<file path="src/rtl/int2float_pkg.sv">
`timescale 1ns/1ps
// Shared state encoding, default widths and constants for the int2float arbiter slice.
package int2float_pkg;

  typedef enum logic [1:0] {
    IDLE = 2'd0,
    CONV = 2'd1,
    HOLD = 2'd2
  } arb_state_t;

  localparam int DEFAULT_INT_WIDTH = 32;
  localparam int DEFAULT_E_BIT     = 8;
  localparam int DEFAULT_F_BIT     = 23;

  localparam logic [31:0] FLOAT_ZERO = 32'h0000_0000;

endpackage

</file>
<file path="src/rtl/int2float.sv">
`timescale 1ns/1ps
// Signed integer to float converter with one register stage; the fraction is truncated.
// A zero operand yields 1.0 (biased exponent, empty fraction), so callers correct zero themselves.
module int2float
  import int2float_pkg::*;
#(
  parameter int INT_WIDTH = DEFAULT_INT_WIDTH,
  parameter int E_bit     = DEFAULT_E_BIT,
  parameter int F_bit     = DEFAULT_F_BIT
) (
  input  logic                   clk,
  input  logic                   rst_n,
  input  logic [INT_WIDTH-1:0]   int_in,
  output logic [E_bit+F_bit:0]   float_out
);

  localparam int LW   = $clog2(INT_WIDTH);
  localparam int BIAS = (2 ** (E_bit - 1)) - 1;

  logic                 sgn;
  logic [INT_WIDTH-1:0] mag;
  logic [LW-1:0]        lead;
  logic [LW:0]          shamt;
  logic [INT_WIDTH-1:0] rem;
  logic [E_bit-1:0]     expo;
  logic [F_bit-1:0]     frac;

  always_comb begin
    sgn  = int_in[INT_WIDTH-1];
    mag  = sgn ? (~int_in + 1'b1) : int_in;
    lead = '0;
    for (int i = 0; i < INT_WIDTH; i++) begin
      if (mag[i]) lead = LW'(i);
    end
    // Shifting one past the leading one drops the hidden bit and left-aligns the rest.
    shamt = (LW + 1)'(INT_WIDTH) - {1'b0, lead};
    rem   = mag << shamt;
    frac  = F_bit'({rem, {F_bit{1'b0}}} >> INT_WIDTH);
    expo  = E_bit'(BIAS) + E_bit'(lead);
  end

  always_ff @(posedge clk or negedge rst_n) begin
    if (!rst_n) begin
      float_out <= '0;
    end else begin
      float_out <= {sgn, expo, frac};
    end
  end

endmodule

</file>
<file path="src/rtl/int2float_arbiter.sv">
`timescale 1ns/1ps
// Round-robin arbiter sharing one int2float converter among N_REQ valid/ready producers.
// Optional INT2FLOAT_ARB_STATS_EN adds a 16-bit completed-conversion counter (conv_count).
module int2float_arbiter
  import int2float_pkg::*;
#(
  parameter int N_REQ     = 4,
  parameter int INT_WIDTH = DEFAULT_INT_WIDTH,
  parameter int E_bit     = DEFAULT_E_BIT,
  parameter int F_bit     = DEFAULT_F_BIT,
  parameter int ID_W      = $clog2(N_REQ)
) (
  input  logic                         clk,
  input  logic                         rst,
  input  logic [N_REQ-1:0]             req_valid,
  output logic [N_REQ-1:0]             req_ready,
  input  logic [N_REQ*INT_WIDTH-1:0]   req_data,
  output logic                         out_valid,
  input  logic                         out_ready,
  output logic [E_bit+F_bit:0]         out_data,
  output logic [ID_W-1:0]              out_id
`ifdef INT2FLOAT_ARB_STATS_EN
  ,
  output logic [15:0]                  conv_count
`endif
);

  localparam int FW = E_bit + F_bit + 1;

  // Handshakes: a transfer happens in any cycle where valid and ready are both high.
  // Requesters hold data while valid; out_data/out_id are stable while out_valid && !out_ready.

  arb_state_t           state_q, state_d;
  logic [ID_W-1:0]      rr_ptr;
  logic [ID_W-1:0]      id_reg;
  logic [INT_WIDTH-1:0] op_reg;
  logic                 zero_reg;
  logic                 grant_vld;
  logic [ID_W-1:0]      grant_idx;
  logic [INT_WIDTH-1:0] sel_data;
  logic                 accept;
  logic [FW-1:0]        float_out;

  // First valid requester at or after ptr, wrapping; returns {found, index}.
  function automatic logic [ID_W:0] rr_pick(input logic [N_REQ-1:0] v,
                                             input logic [ID_W-1:0]  ptr);
    logic [2*N_REQ-1:0] dbl;
    logic [ID_W:0]      pos;
    logic               found;
    logic [ID_W-1:0]    idx;
    dbl   = {v, v} >> ptr;
    found = 1'b0;
    idx   = '0;
    for (int i = 0; i < N_REQ; i++) begin
      if (!found && dbl[i]) begin
        found = 1'b1;
        pos   = {1'b0, ptr} + (ID_W + 1)'(i);
        if (pos >= (ID_W + 1)'(N_REQ)) pos = pos - (ID_W + 1)'(N_REQ);
        idx   = ID_W'(pos);
      end
    end
    return {found, idx};
  endfunction

  always_comb begin
    state_d   = state_q;
    req_ready = '0;
    out_valid = 1'b0;
    out_data  = '0;
    out_id    = '0;
    accept    = 1'b0;
    {grant_vld, grant_idx} = rr_pick(req_valid, rr_ptr);
    sel_data  = req_data[int'(grant_idx)*INT_WIDTH +: INT_WIDTH];
    case (state_q)
      IDLE: begin
        // No grant is offered while reset is held, so nothing is accepted then dropped.
        if (grant_vld && !rst) begin
          req_ready = N_REQ'(1) << grant_idx;
          accept    = 1'b1;
          state_d   = CONV;
        end
      end
      CONV: begin
        state_d = HOLD;
      end
      HOLD: begin
        out_valid = 1'b1;
        out_data  = zero_reg ? FW'(FLOAT_ZERO) : float_out;
        out_id    = id_reg;
        if (out_ready) state_d = IDLE;
      end
      default: begin
        state_d = IDLE;
      end
    endcase
  end

  always_ff @(posedge clk or posedge rst) begin
    if (rst) begin
      state_q  <= IDLE;
      rr_ptr   <= '0;
      op_reg   <= '0;
      id_reg   <= '0;
      zero_reg <= 1'b0;
    end else begin
      state_q <= state_d;
      if (accept) begin
        op_reg   <= sel_data;
        id_reg   <= grant_idx;
        zero_reg <= (sel_data == '0);
        rr_ptr   <= (int'(grant_idx) == N_REQ - 1) ? '0 : grant_idx + 1'b1;
      end
    end
  end

  int2float #(
    .INT_WIDTH (INT_WIDTH),
    .E_bit     (E_bit),
    .F_bit     (F_bit)
  ) u_conv (
    .clk       (clk),
    .rst_n     (~rst),
    .int_in    (op_reg),
    .float_out (float_out)
  );

`ifdef INT2FLOAT_ARB_STATS_EN
  always_ff @(posedge clk or posedge rst) begin
    if (rst) begin
      conv_count <= '0;
    end else if (out_valid && out_ready) begin
      conv_count <= conv_count + 16'd1;
    end
  end
`endif

endmodule

</file>
<file path="config.mk">
export PLATFORM = sky130hd
export DESIGN_NAME = int2float_arbiter
export DESIGN_NICKNAME = d
export VERILOG_FILES = /design/src/rtl/int2float_pkg.sv /design/src/rtl/int2float.sv /design/src/rtl/int2float_arbiter.sv
export SDC_FILE = /design/constraint.sdc
export NUM_CORES = 1
export LEC_CHECK = 0
export CORE_MARGIN = 4
export CORE_UTILIZATION = 45
export DETAILED_ROUTE_END_ITERATION = 6
export PLACE_DENSITY_LB_ADDON = 0.1
export SLEW_MARGIN = 0
export SYNTH_ARGS = -nofsm -noshare
export SYNTH_HDL_FRONTEND = slang
export SYNTH_SLANG_ARGS = --single-unit
export TNS_END_PERCENT = 20
</file>
<file path="constraint.sdc">
create_clock -name clk -period 5.7 [get_ports clk]
set_input_delay 1.14 -clock clk [delete_from_list [all_inputs] [get_ports clk]]
set_output_delay 1.14 -clock clk [all_outputs]
set_load 0.02 [all_outputs]
</file>
==> metrics.yaml <==
status: "finished, final reports clean"
hold-worst-slack_ns: 0.487
portBuffers: 173
yosysSeqAreaShare_pct: 21.9
clock_sinks: 71
grt.total_usage_pct: 29.6
period_share_pct: 94.0
worstSetupStartpointType: "flip-flop"
worst_slew_pin_slew_ns: 0.822
antenna_found_initial: 0
finClkSkew_ns: 0.00898
max_freq_mhz: 187
ys.flop_type: "dfrtp_1"
min_period_ns: 5.36
fin_nets: 1413
grt_max_degree: 74
yosys_register_bits: 71
async_flop_share_pct: 100
crit_path_max_fanout: 10
coreArea_um2: 17500
drtIter0Drc: 838
avgSynthCellArea_um2: 7.16
die_h_um: 142
vias: 9036
setup_ws_ns: 0.344
root_buffer: "clkbuf_16"
numCtsBuffers: 9
cap_violations: 0
crit_type: "reg -> reg"
vias_per_cell: 6.02
grt_pass1_vias: 8732
hold_viol_final: 0
ys_types: 96
synth_edf_count: 0
clockBufferDepth: 2
start_util_pct: 46.4
hold_buffers: 0
drt_first_pass_iters: 5
synthCells: 1133
worstPathRequired_ns: 5.97
dp_cells: 1485
antenna_cells: 0
drive_above_1_share_pct: 10.2
layout_common_cells: "nand2_1 (258), clkdlybuf4s50_1 (173), o21ai_0 (102), dfrtp_1 (70), nand3_1 (65)"
stdcell_count: 1501
ys_warn_count: 0
cts.clk_slew.worst_paths_ns: 0.07
syn-num-nets: 1275
wire_per_inst_um: 20.0
synth_area_um2: 8120
clkLatencyLatePin_ns: 0.35
crit_arrival_ns: 5.62
final_max_slew_viol_count: 0
rows: 48
boundaryPins: 174
area_growth_pct: 27.9
route.detailed.drc: 0
dieArea_um2: 20300
min_path_type: "reg -> reg"
cts_tree: "yes"
gr-total-overflow: 0
rsz0062_at_grt: "no"
place.gp.congestion: 1.05
slew-limit-headroom_pct: 44.8
final_common_cell: "nand2_1"
finalSetupViolCount: 0
htree_levels: 3
setup-tns-final_ns: 0
dp_hpwl_um: 23900
die_w_um: 142
drt_wl_total_um: 30100
antenna_left: 0
dp_slack_ns: 0.299
grt_first_pass_wirelength_um: 47600
critPathCaptureType: "flip-flop"
[cells by family (layout without fill, tap and decap cells)]
group           after synthesis  in the layout  synth area share (%)
compound gates              313            313                  25.9
fa+ha+maj                     7              7                  1.08
xor+xnor                     41             41                  4.42
flops                        71             71                  21.9
mux                          43             43                  7.94
buf+inv                     115            258                  6.01
simple gates                543            543                  32.7
[stage by stage]
stage | utilization (%) | instance area, um2
3_3_place_gp | 57.8 | 10100
2_1_floorplan | - | 8120
6_report | 59.4 | 10400
5_1_grt | 59.4 | 10400
3_5_place_dp | 57.8 | 10100
4_1_cts | 59.3 | 10400
[Yosys cell counts (8+ instances only)]
cell      count  share of area [%]
o21ai_1      18                1.1
xnor2_1      24                2.6
mux2i_1      19                2.3
mux4_2       16                4.4
nor2_1       61                2.8
buf_2        18                1.1
clkbuf_1     60                2.8
and2_1       39                3.0
and3_1        8               0.62
nand4_1      20                1.5
o21ai_0     102                6.3
dfrtp_1      71                 22
or4_1         9               0.83
inv_1        18               0.83
nand2_1     258                 12
buf_1         8               0.37
nor4_1       11               0.85
xor2_1       17                1.8
o211ai_1     26                2.4
a21oi_1      49                3.0
nand3_1      65                4.0
nor3_1       21                1.3
or3_1         8               0.62
[layout make-up]
class | instances | area [um2]
inverters | 23 | 86.3
repair buffers | 219 | 2090
flip-flops and latches | 71 | 1780
clock inverters | 6 | 37.5
clock buffers | 10 | 229
well taps | 225 | 282
multi-input cells | 947 | 5880
fillers | 1710 | 7090
[final timing paths]
kind	from	end	slack, ns	depth (start not counted)
max reg2reg	op_reg[1]$_DFFE_PP0P_	u_conv.float_out[15]$_DFF_PP0_	0.34	19
min reg2reg	zero_reg$_DFFE_PP0P_	zero_reg$_DFFE_PP0P_	0.49	2
max	op_reg[1]$_DFFE_PP0P_	u_conv.float_out[15]$_DFF_PP0_	0.34	19
min	zero_reg$_DFFE_PP0P_	zero_reg$_DFFE_PP0P_	0.49	2
max in group asynchronous	rst	op_reg[31]$_DFFE_PP0P_	3.47	3
min in group asynchronous	rst	state_q[1]$_DFFE_PP0P_	1.26	2
[what timing repair did]
| action | CTS | global route |
|---|---|---|
| setup endpoints to repair | 0 | 2 |
| gates resized for setup | 0 | 2 |
| buffers inserted | 0 | 0 |
[routing by layer]
metal | routed length (um) | global-route usage [%] | vias up
met1 | 12500 | 37.1 | 4194
li1 | - | - | 4392
met4 | 1140 | 11.9 | 0
met2 | 14300 | 50.3 | 374
met5 | 0 | 0 | -
met3 | 2100 | 5.88 | 76
[critical path: stages, from the launching register on]
cell	delay [ns]
dfrtp_1	0.44
inv_1	0.10
ha_1	0.34
or3b_4	0.48
or4_1	0.53
a211oi_2	0.26
nor2_1	0.08
o2111ai_1	0.29
a211o_1	0.23
nand2_1	0.07
a21oi_1	0.19
ha_1	0.22
mux2_2	0.35
and3_1	0.18
a31o_2	0.21
a311oi_2	0.35
inv_2	0.06
mux4_2	0.46
or3_1	0.32
o211ai_1	0.11
Power is left out: the tool's default activity adds up to more than one toggle a clock period on the data nets, which glitch-free logic cannot reach.
